File: src/rtl/clock_enable_monitor_if.sv
// Bundles the monitored strobe with the monitor's measurement and status outputs.
// The master drives en_in; the monitor (slave) drives everything else.
interface clock_enable_monitor_if #(
    parameter int CW = 2
) ();
    logic          en_in;
    logic [CW-1:0] period;
    logic          period_valid;
    logic          too_early;
    logic          too_late;
    logic          locked;

    modport master (
        output en_in,
        input  period, period_valid, too_early, too_late, locked
    );

    modport slave (
        input  en_in,
        output period, period_valid, too_early, too_late, locked
    );
endinterface

File: src/rtl/clock_enable_monitor.sv
// Measures clk-cycle spacing between en_in strobes, flags early/late strobes and
// reports lock after LOCK_COUNT consecutive in-tolerance periods.
module clock_enable_monitor #(
    parameter int CLK_FREQ      = 12_000_000,
    parameter int EXPECTED_FREQ = 6_000_000,
    parameter int TOLERANCE     = 0,
    parameter int LOCK_COUNT    = 4
) (
    input  logic                    clk,
    input  logic                    rst_n,
    clock_enable_monitor_if.slave   mon
);
    localparam int TICKS = CLK_FREQ / EXPECTED_FREQ;
    localparam int MAXP  = TICKS + TOLERANCE;
    localparam int LOWER = TICKS - TOLERANCE;
    localparam int CW    = $clog2(MAXP + 1);
    localparam int MW    = $clog2(LOCK_COUNT + 1);

    localparam logic [CW-1:0] MAXP_C  = CW'(MAXP);
    localparam logic [CW-1:0] LOWER_C = CW'(LOWER);
    localparam logic [MW-1:0] LC_C    = MW'(LOCK_COUNT);

    typedef enum logic [1:0] {
        ST_IDLE    = 2'd0,
        ST_MEASURE = 2'd1,
        ST_LOCKED  = 2'd2
    } state_t;

    state_t        state_q;
    logic [CW-1:0] cnt_q;
    logic [MW-1:0] mcnt_q;
    logic [MW-1:0] mcnt_d;
    logic [CW-1:0] period_q;
    logic          period_valid_q;
    logic          too_early_q;
    logic          too_late_q;
    logic          locked_q;

    // Saturating successor of the match count, used on an in-range strobe.
    always_comb begin
        mcnt_d = mcnt_q;
        if (mcnt_q != LC_C) begin
            mcnt_d = mcnt_q + MW'(1);
        end else begin
            mcnt_d = LC_C;
        end
    end

    // Measurement FSM with all outputs registered; pulse outputs default low.
    always_ff @(posedge clk) begin
        if (!rst_n) begin
            state_q        <= ST_IDLE;
            cnt_q          <= '0;
            mcnt_q         <= '0;
            period_q       <= '0;
            period_valid_q <= 1'b0;
            too_early_q    <= 1'b0;
            too_late_q     <= 1'b0;
            locked_q       <= 1'b0;
        end else begin
            period_valid_q <= 1'b0;
            too_early_q    <= 1'b0;
            too_late_q     <= 1'b0;
            case (state_q)
                ST_IDLE: begin
                    if (mon.en_in) begin
                        cnt_q   <= CW'(1);
                        state_q <= ST_MEASURE;
                    end else begin
                        state_q <= ST_IDLE;
                    end
                end
                ST_MEASURE, ST_LOCKED: begin
                    if (mon.en_in) begin
                        period_q       <= cnt_q;
                        period_valid_q <= 1'b1;
                        cnt_q          <= CW'(1);
                        if (cnt_q < LOWER_C) begin
                            too_early_q <= 1'b1;
                            mcnt_q      <= '0;
                            locked_q    <= 1'b0;
                            state_q     <= ST_MEASURE;
                        end else begin
                            mcnt_q <= mcnt_d;
                            if (mcnt_d == LC_C) begin
                                locked_q <= 1'b1;
                                state_q  <= ST_LOCKED;
                            end else begin
                                state_q  <= ST_MEASURE;
                            end
                        end
                    end else if (cnt_q == MAXP_C) begin
                        // No strobe within the window: drop lock, wait for a fresh reference.
                        too_late_q <= 1'b1;
                        mcnt_q     <= '0;
                        locked_q   <= 1'b0;
                        cnt_q      <= '0;
                        state_q    <= ST_IDLE;
                    end else begin
                        cnt_q <= cnt_q + CW'(1);
                    end
                end
                default: begin
                    state_q  <= ST_IDLE;
                    cnt_q    <= '0;
                    mcnt_q   <= '0;
                    locked_q <= 1'b0;
                end
            endcase
        end
    end

    assign mon.period       = period_q;
    assign mon.period_valid = period_valid_q;
    assign mon.too_early    = too_early_q;
    assign mon.too_late     = too_late_q;
    assign mon.locked       = locked_q;
endmodule

File: src/flat_wrapper.sv
// flat-port wrapper written by rule: the top's interface ports become plain ports
module clock_enable_monitor_flat 
#(
    parameter int CLK_FREQ      = 12_000_000,
    parameter int EXPECTED_FREQ = 6_000_000,
    parameter int TOLERANCE     = 0,
    parameter int LOCK_COUNT    = 4
)
  (clk, rst_n, mon_en_in, mon_period, mon_period_valid, mon_too_early, mon_too_late, mon_locked);
  clock_enable_monitor_if #(.CW(2)) mon_i ();
  input  logic clk;
  input  logic rst_n;
  input wire logic [$bits(mon_i.en_in)-1:0] mon_en_in;
  output wire logic [$bits(mon_i.period)-1:0] mon_period;
  output wire logic [$bits(mon_i.period_valid)-1:0] mon_period_valid;
  output wire logic [$bits(mon_i.too_early)-1:0] mon_too_early;
  output wire logic [$bits(mon_i.too_late)-1:0] mon_too_late;
  output wire logic [$bits(mon_i.locked)-1:0] mon_locked;
  assign mon_i.en_in = mon_en_in;
  assign mon_period = mon_i.period;
  assign mon_period_valid = mon_i.period_valid;
  assign mon_too_early = mon_i.too_early;
  assign mon_too_late = mon_i.too_late;
  assign mon_locked = mon_i.locked;
  clock_enable_monitor #(.CLK_FREQ(CLK_FREQ), .EXPECTED_FREQ(EXPECTED_FREQ), .TOLERANCE(TOLERANCE), .LOCK_COUNT(LOCK_COUNT)) u_core (.clk(clk), .rst_n(rst_n), .mon(mon_i));
endmodule
File: config.mk
export PLATFORM = sky130hd
export DESIGN_NAME = clock_enable_monitor_flat
export DESIGN_NICKNAME = d
export VERILOG_FILES = /design/src/rtl/clock_enable_monitor_if.sv /design/src/rtl/clock_enable_monitor.sv /design/src/flat_wrapper.sv
export SDC_FILE = /design/constraint.sdc
export NUM_CORES = 1
export LEC_CHECK = 0
export ABC_AREA = 1
export CORE_UTILIZATION = 25
export CTS_CLUSTER_DIAMETER = 80
export DETAILED_ROUTE_END_ITERATION = 8
export PLACE_DENSITY = 0.46
export SYNTH_ARGS = -nofsm -noshare
export SYNTH_HDL_FRONTEND = slang
export SYNTH_SLANG_ARGS = --single-unit
File: constraint.sdc
create_clock -name clk -period 1.2 [get_ports clk]
set_input_delay 0.12 -clock clk [delete_from_list [all_inputs] [get_ports clk]]
set_output_delay 0.12 -clock clk [all_outputs]
set_load 0.005 [all_outputs]
# Yosys cells after proc, flatten, opt, wreduce, memory -nomap -nowiden
# Index checks and enable logic that the tools add are counted.
# Widths: inputs -> output; s select.
# op_classes
addsub	2
n_lt_le_gt_ge	1
n_eq_ne	8
muxes	23
bitwise	3
reduce_logical	8
# op_table
cell	count
$mux 2	7
$mux 3	4
$mux 1	8
$pmux 2 s2	2
$pmux 3 s2	1
$reduce_and 2->1	3
$reduce_and 3->1	2
$eq 2x2->1 const B	2
$ne 4x2->1 const B	1
$add 3x1->3 const B	1
$eq 3x3->1 const B	1
$ne 3x2->1 const B	1
$ne 3x3->1 const B	1
$not 1->1	3
$reduce_or 3->1	1
$add 2x1->2 const B	1
$eq 2x1->1 const B	1
$logic_not 2->1	1
$lt 2x2->1 const B	1
$ne 2x2->1 const B	1
$pmux 1 s2	1
$reduce_or 2->1	1
# word_totals
ff_bits	13
inputBits	3

# Logic depth before layout (Yosys ltp)
# depth
ltp_word	7
ltp_mapped	9
depth_no_buf	9

# Least setup slack after synthesis
# Ideal clock, no wire load.
# synth_path
path_type	reg-to-reg
startpoint	register u_core.mcnt_q[0]
endpoint	register u_core.state_q[0]
setup_ns	0.121
t_arrival_ns	1.207
required_ns	1.079
path_slack_ns	-0.127
stages_incl_launch_ff	9
n_path_buf	0
period_less_slack_ns	1.327
cell_sequence	dfxtp_1 inv_1 ha_1 o21ai_0 nand3_1 nand2_1 nand2_1 nand2_1 a21oi_1
# synth_via
elab_chain_len	7
# synth_lines
element	line	source
start: declaration	clock_enable_monitor.sv:31	logic [MW-1:0] mcnt_q;
start signal: assignment	clock_enable_monitor.sv:84	mcnt_q <= mcnt_d;
$add 3x1->3 or $ne 3x3->1 (tied branches)	clock_enable_monitor.sv:43, clock_enable_monitor.sv:42	
$mux 3 *	clock_enable_monitor.sv:42	if (mcnt_q != LC_C) begin
$eq 3x3->1 *	clock_enable_monitor.sv:85	if (mcnt_d == LC_C) begin
$mux 2 *	clock_enable_monitor.sv:85	
$mux 2 *	clock_enable_monitor.sv:78	if (cnt_q < LOWER_C) begin
$mux 2 *	clock_enable_monitor.sv:74	if (mon.en_in) begin
$pmux 2 s2 *	clock_enable_monitor.sv:64	case (state_q)
end signal: assignment	clock_enable_monitor.sv:68	state_q <= ST_MEASURE;
end signal: assignment	clock_enable_monitor.sv:82	state_q <= ST_MEASURE;
end signal: assignment	clock_enable_monitor.sv:87	state_q <= ST_LOCKED;
end: declaration	clock_enable_monitor.sv:29	state_t state_q;
# Every way passes the cells marked *; elsewhere a longest branch is shown, timed or not.
# A chain may end at the register's enable or synchronous reset.

# Worst setup path in the final report
# layout_path
startpoint	register u_core.state_q[1]
endpoint	register u_core.mcnt_q[2]
# layout_via
elab_chain_len	4
# layout_lines
element	line	source
start signal: assignment	clock_enable_monitor.sv:52	state_q <= ST_IDLE;
start signal: assignment	clock_enable_monitor.sv:68	
start signal: assignment	clock_enable_monitor.sv:70	state_q <= ST_IDLE;
$eq 2x1->1 or $eq 2x2->1 (tied branches)	clock_enable_monitor.sv:64	
$reduce_or 2->1	clock_enable_monitor.sv:64	
$ne 3x2->1 (no line)	--	
$reduce_and 2->1 (no line)	--	
# Several ways; a longest one is shown, not always the timed one.

==> impl_results.md <==
* Outcome: complete, but fails checks
* Failing checks: setup timing
* Mux cell area share after synthesis at 0%
* Power Total at 1.00 mW
* Worst reg2reg path depth at 8
* P per Cell Area at 931 nW/um^2
* Fin. Hold Viols at 0
* Final wirelength at 1.53 mm
* Ant. Diodes at 0
* Worst Hold Class: reg -> reg
* Critical Path End: u_core.mcnt_q[2]$_SDFFE_PN0P_
* Critical path startpoint category: register
* TritonCTS buffer count at 3
* Setup violators final at 10
* Fin nets at 126
* Minimum clock period at 1280 ps
* Simple logic cell fraction of the synthesized area at 28.0%
* Max Cap Violations at 0
* # H-tree levels at 1
* Number of fill cells at 247
* Number of synthesis warnings at 0
* DP Area at 901 sq um
* DRC viols at 0
* Critical register-to-register path startpoint: u_core.state_q[1]$_SDFFE_PN0P_
* Compound-Gate Fraction of Synth Area at 13.6%
* Area Growth Syn to Fin at 67.3%
* Worst-Margin Slew at 175 ps
* CP Data Arrival Time at 1480 ps
* Starting Density at 26.2%
* TritonCTS clock tree: built
* Worst r2r dst: u_core.mcnt_q[2]$_SDFFE_PN0P_
* Crit-path max FO at 4
* Fin Clk Skew at 3.97 ps
* Row cnt at 18
* Die ar. at 2780 sq um
* Slew Viols, Final at 0
* Drt pass-1 iters at 3
* Synth area leader: dfxtp_1
* Slew HR at 88.3%
* Fin worst setup slack at -84.9 ps
* Worst R2R Setup Slack at -80 ps
* Maximum vdd drop at 0.618 mV
* Syn nets at 93
* Post-DRT Antenna Nets at 0
* CTS root buf: clkbuf_4
* Yosys top cell area share at 40.5%
* Leak Pwr at 0.503 nW
* RSZ-0062 raised after global routing: true
* Final period util at 107%
* Vias/cell at 4.26
* Clk sinks at 13
* Post-Synth XOR/XNOR Area at 0%
* Crit. Startpoint: u_core.state_q[1]$_SDFFE_PN0P_
* Vias in the first global route at 610
* Post-synth cell types at 19
* Layout Utilization at 43.8%
* Crit Path Category: reg -> reg
* Drt wl/cell at 10.3 um
* Sequential Area at 265 sq um
* Mapped cell area at 643 sq um
* Max Freq at 778 MHz
* Clock Path Buffers at 2
* RePlAce Congestion at 0.758
* Non-filler cells in the finished layout at 148
* Initial antenna violation count at 0
* Cells after DPL at 138
* First-pass GRT wire length at 2.55 mm
* Worst skew pair latency at 270 ps
* All-Layer GR Usage at 12.6%
* Initial DRC Count at 8
* DP Wirelength at 1.07 mm
* Die W at 52.7 um
* Final setup TNS at -351 ps
* Number of port buffers at 8
* Routed via count at 631
* Multi-input logic area at 438 sq um
* Layout cells sized above 1 at 49.2%
* Clk slew on worst S/H paths at 80 ps
* Adder-cell share of the synthesized area at 7.78%
* Ports at 9
* Die Ht at 52.7 um
* Cell count after synthesis at 86
* WP data required at 1390 ps
* Seq/Total Area, Yosys at 40.5%
* Total gr overflow at 0
* CP endpoint kind: register
* Avg Cell Area, Syn at 7.48 sq um
* Design area at 1080 sq um
* Core area at 2450 sq um
* Synth top area cells: dfxtp_1 (40%), nand2_1 (8.8%), inv_1 (8.2%)
* Count of state elements after synthesis at 13
* Pin count of the biggest net entering global routing at 8
* Largest family of logic cells by synthesized area: simple AND/OR/NAND/NOR gates
worst min path at each step:
stage | end | slack (ps) | from | depth (start not counted)
global placement | u_core.mon.period[1]$_SDFFE_PN0P_ | 450 | u_core.mon.period[1]$_SDFFE_PN0P_ | 2
CTS | u_core.mon.period[1]$_SDFFE_PN0P_ | 470 | u_core.mon.period[1]$_SDFFE_PN0P_ | 2
detailed placement | u_core.mon.period[1]$_SDFFE_PN0P_ | 460 | u_core.mon.period[1]$_SDFFE_PN0P_ | 2
global route | u_core.mon.period[1]$_SDFFE_PN0P_ | 500 | u_core.mon.period[1]$_SDFFE_PN0P_ | 2
floorplan | u_core.cnt_q[1]$_SDFFE_PN0P_ | 260 | rst_n | 2
finish | u_core.mon.period[1]$_SDFFE_PN0P_ | 480 | u_core.mon.period[1]$_SDFFE_PN0P_ | 2
worst max-delay path, stage by stage (launching register included):
cell and delay [ps]:
dfxtp_2 350, inv_2 40, ha_4 290, nand2_4 60, clkinv_4 70, nand2_4 60, nor2_4 120, nor2_2 40
a211oi_1 180
cell usage after synthesis:
| master | n |
|---|---|
| ha_1 | 4 |
| o21ai_0 | 5 |
| nand2_1 | 15 |
| inv_2 | 1 |
| nand2_4 | 2 |
| a21oi_1 | 9 |
| a211oi_1 | 1 |
| clkinv_2 | 1 |
| inv_1 | 14 |
| clkinv_1 | 1 |
| nor2_1 | 5 |
| nor3_1 | 2 |
| nand3_1 | 5 |
| o21ba_1 | 1 |
| nand2_2 | 3 |
| nand4_1 | 2 |
| dfxtp_1 | 13 |
| nor2_2 | 1 |
| nor3_2 | 1 |
area by class of cell:
cell class | count | area share [%]
flip-flops and latches | 13 | 24.7
well taps | 30 | 3.49
repair buffers | 28 | 21.9
multi-input cells | 56 | 40.7
inverters | 17 | 6.86
clock buffers | 4 | 2.44
per-layer routing:
layer	wire [um]	GRT usage, %
met1	686	14.2
met3	37	2.03
met2	795	22.2
met4	12	6.58
met5	0	0
cell families (layout without fill, tap and decap cells):
| group | count (synthesis) | count (layout) |
|---|---|---|
| AND/OR/NAND/NOR | 36 | 36 |
| buffers and inverters | 17 | 49 |
| AO/OA/AOI/OAI | 16 | 16 |
| flip-flops | 13 | 13 |
| adder cells (fa/ha/maj) | 4 | 4 |
state kept, by name, indices dropped and copies added, names as in the netlist:
| register | cells |
|---|---|
| u_core.cnt_q | 2 |
| u_core.mon.locked | 1 |
| u_core.mon.period | 2 |
| u_core.state_q | 2 |
| u_core.mon.too_early | 1 |
| u_core.mon.period_valid | 1 |
| u_core.mon.too_late | 1 |
| u_core.mcnt_q | 3 |
stage by stage:
step                worst slack (ps)  hold WS, ps
floorplan                      -13.9          258
global placement                -127          454
detailed placement              -136          459
CTS                            -52.1          467
global route                    -158          502
finish                         -84.9          483
cell usage in the layout (no fill, tap or decap):
cell / count
clkdlybuf4s50_1: 3
a21oi_2: 4
clkbuf_4: 3
nor2_2: 1
clkbuf_1: 1
dlygate4sd2_1: 5
dfxtp_2: 4
nor3_2: 1
nand2_1: 11
nand3_1: 3
nor2_1: 4
dfxtp_1: 9
inv_1: 9
nand2_2: 3
inv_4: 2
nand3_2: 2
o21ai_2: 1
nor3_4: 1
o21ai_4: 1
nand4_1: 2
ha_1: 2
a21oi_1: 5
ha_4: 2
buf_4: 17
o21ai_0: 1
inv_2: 4
o21ba_4: 1
o21ai_1: 2
clkinv_1: 1
nor2_4: 1
a211oi_1: 1
nor3_1: 1
clkinv_4: 1
nand2_4: 6
buf_6: 3
where the power goes:
part	total [mW]	switching [mW]	leakage, nW	internal (mW)
Clock	0.267	0.139	0.0150	0.129
Combinational	0.267	0.137	0.380	0.130
Sequential	0.467	0.0135	0.108	0.454
what timing repair did:
action                                  CTS  global route
pin swaps                                 8             6
endpoints found under the setup margin   13            11
hold buffers                              0             0
hold endpoints to repair                  0             0
setup buffers                             4             2
resized for setup                        20            17
Power figures use the tool's default switching activity.
